**src/rtl/uart_pkg.sv**
```systemverilog
// Shared UART definitions: field widths, data-size limits and the transmitter state type.
// The PARITY state exists only when UART_TX_PARITY_EN is defined.
package uart_pkg;

  localparam int UART_SIZE_W        = 4;
  localparam int UART_PERIOD_W      = 14;
  localparam int UART_MIN_DATA_BITS = 5;
  localparam int UART_MAX_DATA_BITS = 8;

  typedef enum logic [2:0] {
    IDLE   = 3'd0,
    START  = 3'd1,
    DATA   = 3'd2,
`ifdef UART_TX_PARITY_EN
    PARITY = 3'd3,
`endif
    STOP   = 3'd4
  } tx_state_t;

  // Out-of-range character lengths snap to the nearest supported size.
  function automatic logic [UART_SIZE_W-1:0] clamp_data_size(input logic [UART_SIZE_W-1:0] size);
    if (size < UART_SIZE_W'(UART_MIN_DATA_BITS)) return UART_SIZE_W'(UART_MIN_DATA_BITS);
    if (size > UART_SIZE_W'(UART_MAX_DATA_BITS)) return UART_SIZE_W'(UART_MAX_DATA_BITS);
    return size;
  endfunction

  function automatic logic [UART_PERIOD_W-1:0] clamp_bit_period(input logic [UART_PERIOD_W-1:0] period);
    return (period == '0) ? UART_PERIOD_W'(1) : period;
  endfunction

endpackage

```
**src/rtl/flex_counter.sv**
```systemverilog
// Wrapping counter: counts enabled cycles and flags the cycle that completes rollover_val counts.
// rollover_flag is combinational so the owner can act on the same edge the count wraps.
module flex_counter #(
  parameter int WIDTH = 4
) (
  input  logic             clk,
  input  logic             n_rst,
  input  logic             clear,
  input  logic             count_enable,
  input  logic [WIDTH-1:0] rollover_val,
  output logic             rollover_flag
);

  logic [WIDTH-1:0] count;

  // rollover_val is never 0 here: the owner clamps it to at least 1.
  assign rollover_flag = count_enable && (count == rollover_val - WIDTH'(1));

  // NOTE: sequential state uses non-blocking assignments so every register samples pre-edge values.
  always_ff @(posedge clk or negedge n_rst) begin
    if (!n_rst) begin
      count <= '0;
    end else if (clear) begin
      count <= '0;
    end else if (count_enable) begin
      count <= rollover_flag ? '0 : count + WIDTH'(1);
    end
  end

endmodule

```
**src/rtl/uart_tx.sv**
```systemverilog
// UART transmitter: start bit, LSB-first data, optional even parity, one stop bit.
// Build option: define UART_TX_PARITY_EN to insert the even-parity bit before STOP.
module uart_tx
  import uart_pkg::*;
(
  input  logic                     clk,
  input  logic                     n_rst,
  input  logic [UART_SIZE_W-1:0]   data_size,
  input  logic [UART_PERIOD_W-1:0] bit_period,
  input  logic [7:0]               tx_data,
  input  logic                     tx_valid,
  output logic                     tx_ready,
  output logic                     serial_out,
  output logic                     tx_busy,
  output logic                     frame_done
);

  tx_state_t                state, next_state;
  logic [7:0]               shift_q, shift_d;
  logic [UART_SIZE_W-1:0]   size_q;
  logic [UART_PERIOD_W-1:0] period_q;
  logic                     serial_d;
  logic                     handshake;
  logic                     state_change;
  logic                     bit_tick;
  logic                     last_bit;
  logic                     data_tick;
`ifdef UART_TX_PARITY_EN
  logic                     parity_q, parity_d;
`endif

  assign tx_ready     = (state == IDLE);
  assign tx_busy      = ~tx_ready;
  assign handshake    = tx_valid && tx_ready;
  assign state_change = (next_state != state);
  assign data_tick    = (state == DATA) && bit_tick;

  flex_counter #(.WIDTH(UART_PERIOD_W)) u_period_cnt (
    .clk           (clk),
    .n_rst         (n_rst),
    .clear         (state_change),
    .count_enable  (state != IDLE),
    .rollover_val  (period_q),
    .rollover_flag (bit_tick)
  );

  flex_counter #(.WIDTH(UART_SIZE_W)) u_bit_cnt (
    .clk           (clk),
    .n_rst         (n_rst),
    .clear         (state_change),
    .count_enable  (data_tick),
    .rollover_val  (size_q),
    .rollover_flag (last_bit)
  );

  // NOTE: every always_comb output gets a default first so no path leaves it unassigned (no latches).
  always_comb begin
    next_state = state;
    case (state)
      IDLE:   if (handshake) next_state = START;
      START:  if (bit_tick)  next_state = DATA;
`ifdef UART_TX_PARITY_EN
      DATA:   if (last_bit)  next_state = PARITY;
      PARITY: if (bit_tick)  next_state = STOP;
`else
      DATA:   if (last_bit)  next_state = STOP;
`endif
      STOP:   if (bit_tick)  next_state = IDLE;
      default:               next_state = IDLE;
    endcase
  end

  always_comb begin
    shift_d = shift_q;
    if (handshake)      shift_d = tx_data;
    else if (data_tick) shift_d = shift_q >> 1;
  end

`ifdef UART_TX_PARITY_EN
  always_comb begin
    parity_d = parity_q;
    if (handshake)      parity_d = 1'b0;
    else if (data_tick) parity_d = parity_q ^ shift_q[0];
  end
`endif

  // The line level is decoded from the upcoming state and registered, so it changes on the edge cleanly.
  always_comb begin
    serial_d = 1'b1;
    case (next_state)
      START:   serial_d = 1'b0;
      DATA:    serial_d = shift_d[0];
`ifdef UART_TX_PARITY_EN
      PARITY:  serial_d = parity_d;
`endif
      default: serial_d = 1'b1;
    endcase
  end

  always_ff @(posedge clk or negedge n_rst) begin
    if (!n_rst) begin
      state      <= IDLE;
      shift_q    <= '0;
      size_q     <= UART_SIZE_W'(UART_MAX_DATA_BITS);
      period_q   <= UART_PERIOD_W'(1);
      serial_out <= 1'b1;
      frame_done <= 1'b0;
    end else begin
      state      <= next_state;
      shift_q    <= shift_d;
      serial_out <= serial_d;
      frame_done <= (state == STOP) && bit_tick;
      if (handshake) begin
        size_q   <= clamp_data_size(data_size);
        period_q <= clamp_bit_period(bit_period);
      end
    end
  end

`ifdef UART_TX_PARITY_EN
  always_ff @(posedge clk or negedge n_rst) begin
    if (!n_rst) parity_q <= 1'b0;
    else        parity_q <= parity_d;
  end
`endif

endmodule

```
**config.mk**
```make
export PLATFORM = sky130hd
export DESIGN_NAME = uart_tx
export DESIGN_NICKNAME = d
export VERILOG_FILES = /design/src/rtl/uart_pkg.sv /design/src/rtl/flex_counter.sv /design/src/rtl/uart_tx.sv
export SDC_FILE = /design/constraint.sdc
export NUM_CORES = 1
export LEC_CHECK = 0
export BUFFER_PORTS_ARGS = -buffer_cell sky130_fd_sc_hd__buf_2
export CAP_MARGIN = 20
export CORE_MARGIN = 2
export CORE_UTILIZATION = 50
export CTS_BUF_LIST = sky130_fd_sc_hd__clkbuf_4 sky130_fd_sc_hd__clkbuf_8 sky130_fd_sc_hd__clkbuf_16
export CTS_CLUSTER_SIZE = 10
export DETAILED_ROUTE_END_ITERATION = 8
export GPL_ROUTABILITY_DRIVEN = 1
export PLACE_DENSITY = 0.7
export RECOVER_POWER = 50
export SLEW_MARGIN = 20
export SYNTH_ARGS = -nofsm -noshare
export SYNTH_HDL_FRONTEND = slang
export SYNTH_HIERARCHICAL = 1
export SYNTH_SLANG_ARGS = --single-unit
```
**constraint.sdc**
```tcl
create_clock -name clk -period 5.2 [get_ports clk]
set_input_delay 0.78 -clock clk [delete_from_list [all_inputs] [get_ports clk]]
set_output_delay 0.78 -clock clk [all_outputs]
set_load 0.02 [all_outputs]
```
### Yosys cells after proc, flatten, opt, wreduce, memory -nomap -nowiden

Cells that the tools add are included.

* register bits after elaboration: 49
* input port bits: 29
* output and inout port bits: 4
* logic and storage cells: 59

* add/subtract/negate cells: 4
* magnitude comparators: 2
* equal/unequal tests: 8
* mux-type cells: 24
* bitwise operators: 1
* reduce and logical (&&, ||, !) cells: 11

Operators with widths (number)
* two-way mux 14 bit: 4
* two-way mux 4 bit: 7
* two-way mux 8 bit: 2
* adder 14 x 1 -> 14 bit (second input constant): 1
* == test 14 bit: 1
* logical NOT 14 bit: 1
* subtractor 14 x 1 -> 14 bit (second input constant): 1
* two-way mux 3 bit: 4
* one-hot mux 3 bit (4 select lines): 1
* == test 3 x 1 -> 1 bit (second input constant): 2
* == test 3 x 2 -> 1 bit (second input constant): 2
* nonzero test 2 bit: 3
* logical AND 1 bit: 5
* two-way mux 1 bit: 5
* adder 4 x 1 -> 4 bit (second input constant): 1
* == test 4 bit: 1
* greater-than comparator 4 bit (second input constant): 1
* < comparator 4 x 3 -> 1 bit (second input constant): 1
* subtractor 4 x 1 -> 4 bit (second input constant): 1
* == test 3 bit (second input constant): 1
* logical NOT 3 bit: 1
* inequality test 3 bit: 1
* nonzero test 3 bit: 1
* one-hot mux 1 bit (2 select lines): 1
* NOT 1 bit: 1

### Longest topological paths before layout

Gate-level depths: netlist of the first run.

* depth in word-level cells: 9
* depth in mapped cells: 19
* gate-level depth less buffers: 16

### Cells and area by module

Netlist of the first run, hierarchy kept.

Modules (own cells, without submodules)
* uart_tx: instances 1, cells each 143, area an instance 1457.6 um^2, sequential area each 779.5 um^2
* flex_counter at u_period_cnt: instances 1, cells each 164, area an instance 1370.1 um^2, sequential area each 350.3 um^2
* flex_counter at u_bit_cnt: instances 1, cells each 33, area an instance 307.8 um^2, sequential area each 100.1 um^2

### Worst setup path before layout of the first run

OpenSTA, ideal clock, no wires.

* path type: register to register
* start: reg period_q[0]
* end: reg u_period_cnt.count[12]
* library setup time: 0.119 ns
* data arrival time: 4.038 ns
* required time: 5.081 ns
* path slack: 1.042 ns
* cell stages (with the launch flop): 20
* buffers on the path: 4
* clock period less this slack: 4.158 ns
* cells stage by stage: dfstp_2 inv_1 ha_1 buf_2 or4_1 mux2i_1 a311oi_1 nor4_2 nand4_2 buf_6 inv_1 and4bb_2 clkbuf_1 nand3_1 nor3_2 o21ai_0 o21ai_0 nand2b_1 buf_2 nor2_1

* longest elaborated chain between the ends: 9
* elaborated cells between the ends (all ways): 14
* those cells by class: add/sub: 1; eq/ne: 2; mux: 7; reduce/logical: 4

Ends and longest elaborated chain
* start, declared: RTL line uart_tx.sv:21 `logic [UART_PERIOD_W-1:0] period_q;`
* start signal, assigned: RTL line uart_tx.sv:115 `period_q <= clamp_bit_period(bit_period);`
* subtractor 14 x 1 -> 14 bit (*): RTL line flex_counter.sv:17 `assign rollover_flag = count_enable && (count == rollover_val - WIDTH'(1));`
* == test 14 bit (*): RTL line flex_counter.sv:17
* logical AND 1 bit (*): RTL line flex_counter.sv:17
* named net bit_tick: RTL line uart_tx.sv:25 `logic bit_tick;`
* logical AND 1 bit (*): RTL line uart_tx.sv:36 `assign data_tick = (state == DATA) && bit_tick;`
* named net data_tick: RTL line uart_tx.sv:27 `logic data_tick;`
* logical AND 1 bit (*): RTL line flex_counter.sv:17
* named net last_bit: RTL line uart_tx.sv:26 `logic last_bit;`
* two-way mux 3 bit (*): RTL line uart_tx.sv:66 `DATA: if (last_bit) next_state = STOP;`
* one-hot mux 3 bit (4 select lines) (*): RTL line uart_tx.sv:59 `case (state)`
* inequality test 3 bit (*): RTL line uart_tx.sv:35 `assign state_change = (next_state != state);`
* named net state_change: RTL line uart_tx.sv:24 `logic state_change;`
* two-way mux 14 bit or nonzero test 2 bit (tied branches)
* end signal, assigned: RTL line flex_counter.sv:26 `count <= rollover_flag ? '0 : count + WIDTH'(1);`
* end, declared: RTL line flex_counter.sv:14 `logic [WIDTH-1:0] count;`

Mark *: on every way through the listed nets, which the timed path passes. The rest lies on a longest branch. The select of a mux whose other input is x is not followed.
A chain may end at the register's enable or synchronous reset.

### Final worst setup path of the first run

* start: reg period_q[1]
* end: reg u_period_cnt.count[7]

Same word-level chain as after synthesis.

==> flow_metrics.env, run 1 <==
export IMPL_run_status="finished, violations left"
export IMPL_violations="max-capacitance violations, max-slew violations"
export IMPL_setup_ws_ns=0.659
export IMPL_slew_violations=50
export IMPL_tns_ns=0
export IMPL_startpoint="period_q[1]$_DFFE_PN0P_"
export IMPL_grt_pass1_wl_mm=11.0
export IMPL_dr_pass1_iters=4
export IMPL_wl_mm=6.14
export IMPL_hp_class="flip-flop to flip-flop"
export IMPL_drv_cap=1
export IMPL_cp_max_fo=12
export IMPL_layout_common_cells="69 x nand2_1, 46 x dfrtp_1, 31 x buf_2, 20 x nor2_1, 18 x xor2_1"
export IMPL_crit_path_top_delay_cell="nor4b_4"
export IMPL_numCtsBuffers=5
export IMPL_netlist_instances=340
export IMPL_core_um2=5990
export IMPL_crit_path_cell_trace="inv_1 -> ha_1 -> nor4b_4 -> nand2_1 -> o311a_1 -> nor4_2 -> nand4_2 -> inv_1 -> and4bb_2 -> nand3_1 -> nor3_2 -> o21ai_0 -> o21ai_0 -> nand2b_1 -> nor2_1"
export IMPL_clockBufferDepth=2
export IMPL_critPathRequiredTime_ns=5.39
export IMPL_synth_area_per_cell_um2=9.22
export IMPL_root_buffer="clkbuf_8"
export IMPL_wire_per_inst_um=13.9
export IMPL_clk_pin_slew_worst_paths_ns=0.09
export IMPL_chipHeight_um=83.2
export IMPL_cts_tree="done"
export IMPL_powerDensity_nw_per_um2=491
export IMPL_dp_slack_ns=0.666
export IMPL_rsz0062_at_grt="false"
export IMPL_synth_async_reset_ratio_pct=100
export IMPL_ios=33
export IMPL_yosysSeqAreaShare_pct=39.2
export IMPL_p_seq_share_pct=40.3
export IMPL_clock_latency_ns=0.31
export IMPL_antenna_cells=0
export IMPL_p_sw_mw=0.680
export IMPL_overflow=0
export IMPL_nNetsFinal=398
export IMPL_slowest_delay_ns=0.48
export IMPL_crit_type="flip-flop to flip-flop"
export IMPL_grtUsageTotal_pct=19.1
export IMPL_port_buffer_count=32
export IMPL_multi_input_area_um2=1760
export IMPL_layout_commonest_cell="nand2_1"
export IMPL_fin_hold_ws_ns=0.479
export IMPL_postCtsSetupBuffers=0
export IMPL_fmax_mhz=220
export IMPL_ys_seq_elements=49
export IMPL_combPwrFrac_pct=42.6
export IMPL_dp_hpwl_mm=4.49
export IMPL_crit_buf_inv=2
export IMPL_period_share_pct=87.3
export IMPL_antenna_found_initial=0
export IMPL_worst_pin_slew_ns=2.57
export IMPL_rrSetupSlack_ns=0.66
export IMPL_syn_num_nets=373
export IMPL_cts_resized=0
export IMPL_syn_cell_area_um2=3140
export IMPL_syn_to_final_growth_pct=9.22
export IMPL_crit_arrival_ns=4.73
export IMPL_drive_gt1_share_pct=19.4
export IMPL_intPower_mw=1.00
export IMPL_drt_iter0_markers=157
export IMPL_fin_worst_skew_ns=0.00787
export IMPL_finalSetupViolCount=0
export IMPL_yosys_warnings=6
export IMPL_seqCellArea_um2=1230
export IMPL_swShare_pct=40.4
export IMPL_holdBufCountCts=0
export IMPL_design_die_area_um2=6920
export IMPL_synth_edf_count=0
export IMPL_power_total_mw=1.68
export IMPL_fin_crit_ns=4.54
export IMPL_die_w_um=83.2
export IMPL_r2r_start="period_q[1]$_DFFE_PN0P_"
export IMPL_num_rows=28
export IMPL_netlist_top_cells_area="dfrtp_1 37%, nand2_1 8.3%, xor2_1 5.0%"
export IMPL_pwr_share_clk_pct=17.1
export IMPL_initial_utilization_pct=52.3
export IMPL_ir_worst_vdd_v=0.000345
export IMPL_synth_distinct_cells=63
export IMPL_drtAntennaViolNets=0
export IMPL_finalHoldViolCount=0
export IMPL_synth_top_flop_cell="dfrtp_1"
export IMPL_n_fill_cell=556
export IMPL_drc=0
export IMPL_synth_top_area_share_pct=36.7
export IMPL_clkSinkCount=49
export IMPL_place_gp_congestion=0.779
export IMPL_endpoint_kind="flip-flop"
export IMPL_crit_family="simple AND/OR/NAND/NOR gates"
export IMPL_grt_max_degree=50
export IMPL_min_delay_start="size_q[3]$_DFFE_PN1P_"
export IMPL_relSlewSlack_pct=-71.6
export IMPL_vias_per_cell=5.56
export IMPL_critical_path_startpoint_type="flip-flop"
export IMPL_synth_top_cell_by_area="dfrtp_1"
export IMPL_p_leak_nw=1.51
export IMPL_htreeDepth=2
export IMPL_vias=2454
export IMPL_first_global_vias=2329
==> synth_stat cells, drive strengths merged (8+ instances only) <==
cell / count
mux2: 11
dfrtp: 46
buf: 11
inv: 9
nand2b: 14
o21ai: 8
nor2: 21
xor2: 18
nor3: 10
nand2: 69
nand3: 12
xnor2: 14
==> sequential cells by signal, summed over array words and instances, names as in the netlist <==
register            cells
u_bit_cnt/count         4
state                   3
period_q               14
u_period_cnt/count     14
size_q                  4
frame_done              1
serial_out              1
shift_q                 8
==> worst register-to-register path, stage by stage (launching register included) <==
cell	delay [ns]
dfrtp_1	0.44
inv_1	0.08
ha_1	0.34
nor4b_4	0.49
nand2_1	0.11
o311a_1	0.36
nor4_2	0.18
nand4_2	0.33
inv_1	0.28
and4bb_2	0.39
nand3_1	0.14
nor3_2	0.36
o21ai_0	0.14
o21ai_0	0.31
nand2b_1	0.39
nor2_1	0.09
==> power groups by stage <==
stage | registers, mW | logic, mW | clock network (mW)
3_5_place_dp | 0.684 | 0.717 | 0
6_report | 0.678 | 0.717 | 0.288
2_1_floorplan | 0.630 | 0.610 | 0
3_3_place_gp | 0.678 | 0.703 | 0
4_1_cts | 0.676 | 0.722 | 0.294
5_1_grt | 0.700 | 0.815 | 0.307
==> cell type report <==
| class | instances | share of cell area (%) |
|---|---|---|
| clock inverters | 2 | 1.10 |
| flip-flops and latches | 49 | 35.9 |
| inverters | 9 | 0.986 |
| clock buffers | 6 | 2.41 |
| repair buffers | 36 | 5.41 |
| multi-input cells | 264 | 51.4 |
| well taps | 75 | 2.74 |
==> kinds of logic after synthesis <==
kind of cell	Yosys count	share of synthesized area, %
AND/OR/NAND/NOR	168	29.8
XOR/XNOR	32	8.94
AO/OA/AOI/OAI	47	11.1
flip-flops	49	39.2
buffers and inverters	27	4.75
multiplexers	13	4.59
adder cells (fa/ha/maj)	4	1.60
==> metrics by stage <==
step                      area, um2  utilization (%)  std cells
final                          3420             57.2        441
after global routing           3420             57.2        441
after global placement         3310             55.2        432
after CTS                      3430             57.2        440
after detailed placement       3310             55.2        432
after floorplan                3140                -        340
==> routing by layer <==
| layer | vias to the layer above | GRT usage [%] | wire, um |
|---|---|---|---|
| met3 | 6 | 3.28 | 236 |
| li1 | 1242 | - | - |
| met1 | 1156 | 28.1 | 3130 |
| met2 | 50 | 28.7 | 2690 |
| met4 | 0 | 5.81 | 82 |
| met5 | - | 0 | 0 |
==> path summary, 6_finish.rpt <==
check	to	depth (start not counted)
hold reg to reg	size_q[3]$_DFFE_PN1P_	2
setup reg to reg	u_period_cnt/count[7]$_DFFE_PN0P_	15
max in group asynchronous	period_q[6]$_DFFE_PN0P_	2
hold / removal	size_q[3]$_DFFE_PN1P_	2
min in group asynchronous	u_period_cnt/count[7]$_DFFE_PN0P_	2
setup / recovery	u_period_cnt/count[7]$_DFFE_PN0P_	15
No activity file was read; power rests on OpenSTA's default activity.
==> run 2: changes to the inputs <==
MAX_ROUTING_LAYER = met4   (was unset)
==> flow_metrics.env, run 2 (synthesis gave the netlist of run 1 again) <==
export IMPL_run_status="finished, violations left"
export IMPL_violations="max-capacitance violations, max-slew violations"
export IMPL_clk_pin_slew_worst_paths_ns=0.09
export IMPL_port_buffer_count=32
export IMPL_wire_per_inst_um=13.9
export IMPL_finalHoldViolCount=0
export IMPL_worst_pin_slew_ns=2.56
export IMPL_crit_type="flip-flop to flip-flop"
export IMPL_p_leak_nw=1.51
export IMPL_num_rows=28
export IMPL_clock_latency_ns=0.31
export IMPL_drtAntennaViolNets=0
export IMPL_endpoint_kind="flip-flop"
export IMPL_ios=33
export IMPL_die_w_um=83.2
export IMPL_r2r_start="period_q[1]$_DFFE_PN0P_"
export IMPL_r2r_end="u_period_cnt/count[7]$_DFFE_PN0P_"
export IMPL_vias=2446
export IMPL_first_global_vias=2324
export IMPL_cts_resized=0
export IMPL_grt_pass1_wl_mm=11.0
export IMPL_root_buffer="clkbuf_8"
export IMPL_fin_hold_ws_ns=0.479
export IMPL_layout_commonest_cell="nand2_1"
export IMPL_relSlewSlack_pct=-70.6
export IMPL_syn_to_final_growth_pct=9.22
export IMPL_powerDensity_nw_per_um2=491
export IMPL_min_delay_start="size_q[3]$_DFFE_PN1P_"
export IMPL_crit_path_cell_trace="inv_1 -> ha_1 -> nor4b_4 -> nand2_1 -> o311a_1 -> nor4_2 -> nand4_2 -> inv_1 -> and4bb_2 -> nand3_1 -> nor3_2 -> o21ai_0 -> o21ai_0 -> nand2b_1 -> nor2_1"
export IMPL_cp_max_fo=12
export IMPL_slowest_delay_ns=0.48
export IMPL_crit_arrival_ns=4.73
export IMPL_numCtsBuffers=5
export IMPL_htreeDepth=2
export IMPL_grt_max_degree=50
export IMPL_clockBufferDepth=2
export IMPL_grtUsageTotal_pct=19.6
export IMPL_hp_class="flip-flop to flip-flop"
export IMPL_postCtsSetupBuffers=0
export IMPL_drc=0
export IMPL_antenna_cells=0
export IMPL_place_gp_congestion=0.789
export IMPL_nNetsFinal=398
export IMPL_cts_tree="done"
export IMPL_critical_path_startpoint_type="flip-flop"
export IMPL_fin_crit_ns=4.54
export IMPL_dp_hpwl_mm=4.49
export IMPL_slew_violations=50
export IMPL_crit_family="simple AND/OR/NAND/NOR gates"
export IMPL_crit_path_top_delay_cell="nor4b_4"
export IMPL_wl_mm=6.15
export IMPL_layout_common_cells="69 x nand2_1, 46 x dfrtp_1, 31 x buf_2, 20 x nor2_1, 18 x xor2_1"
export IMPL_drive_gt1_share_pct=19.4
export IMPL_r2r_cells=15
export IMPL_antenna_found_initial=0
export IMPL_drv_cap=1
export IMPL_fmax_mhz=220
export IMPL_chipHeight_um=83.2
export IMPL_worstSetupPathDepth=15
export IMPL_initial_utilization_pct=52.3
export IMPL_clkSinkCount=49
export IMPL_vias_per_cell=5.55
export IMPL_rsz0062_at_grt="false"
export IMPL_critPathRequiredTime_ns=5.39
export IMPL_holdBufCountCts=0
export IMPL_dr_pass1_iters=4
export IMPL_finalSetupViolCount=0
export IMPL_min_path_cells=2
export IMPL_period_share_pct=87.3
export IMPL_overflow=0
export IMPL_fin_worst_skew_ns=0.00908
export IMPL_rrSetupSlack_ns=0.66
export IMPL_hold_end="size_q[3]$_DFFE_PN1P_"
export IMPL_design_die_area_um2=6920
export IMPL_core_um2=5990
export IMPL_reg_top3="period_q (14), u_period_cnt/count (14), shift_q (8)"
export IMPL_drt_iter0_markers=163
export IMPL_crit_buf_inv=2
export IMPL_ir_worst_vdd_v=0.000342
export IMPL_tns_ns=0
[run 2: cell counts in the layout (fill, tap and decap cells not counted)]
No cell type changed its count.
[run 2: worst register-to-register path, cell delays in order (launching register included)]
cell	delay [ns]
dfrtp_1	0.44
inv_1	0.08
ha_1	0.34
nor4b_4	0.49
nand2_1	0.12
o311a_1	0.35
nor4_2	0.18
nand4_2	0.32
inv_1	0.28
and4bb_2	0.39
nand3_1	0.14
nor3_2	0.35
o21ai_0	0.14
o21ai_0	0.32
nand2b_1	0.38
nor2_1	0.09
[run 2: stage by stage]
step / std cells / setup slack (ns) / cell area (um2) / power, mW / utilization, %
after floorplan: 340 / 1.04 / 3140 / 1.24 / -
final: 441 / 0.659 / 3420 / 1.68 / 57.2
after detailed placement: 432 / 0.666 / 3310 / 1.40 / 55.2
after global routing: 441 / 0.186 / 3420 / 1.82 / 57.2
after CTS: 440 / 0.659 / 3430 / 1.69 / 57.2
after global placement: 432 / 0.874 / 3310 / 1.38 / 55.2
[run 2: worst max-delay path by stage]
| stage | start | endpoint | slack [ns] |
|---|---|---|---|
| 2_1_floorplan | period_q[0]$_DFFE_PN1P_ | u_period_cnt/count[12]$_DFFE_PN0P_ | 1.04 |
| 3_3_place_gp | period_q[0]$_DFFE_PN1P_ | u_period_cnt/count[7]$_DFFE_PN0P_ | 0.87 |
| 3_5_place_dp | period_q[1]$_DFFE_PN0P_ | u_period_cnt/count[7]$_DFFE_PN0P_ | 0.67 |
| 4_1_cts | period_q[1]$_DFFE_PN0P_ | u_period_cnt/count[7]$_DFFE_PN0P_ | 0.66 |
| 5_1_grt | period_q[1]$_DFFE_PN0P_ | u_period_cnt/count[3]$_DFFE_PN0P_ | 0.19 |
| 6_report | period_q[1]$_DFFE_PN0P_ | u_period_cnt/count[7]$_DFFE_PN0P_ | 0.66 |
[run 2: cell type report]
class | instances | area [um2]
clock inverter | 2 | 37.5
inverter | 9 | 33.8
multi-input combinational | 264 | 1760
tap | 75 | 93.8
fill | 556 | 2570
timing repair buffer | 36 | 185
clock buffer | 6 | 82.6
sequential | 49 | 1230
[run 2: report_power, final]
part           internal, mW  switching [mW]  total (mW)
clock network         0.156           0.130       0.286
logic                 0.342           0.377       0.719
registers             0.504           0.172       0.677
[run 2: per-layer routing]
| metal | GRT usage [%] | part of all wire [%] |
|---|---|---|
| met2 | 28.9 | 43 |
| met5 | - | 0 |
| met1 | 28.0 | 51 |
| met3 | 3.28 | 4.1 |
| met4 | 5.81 | 1.3 |
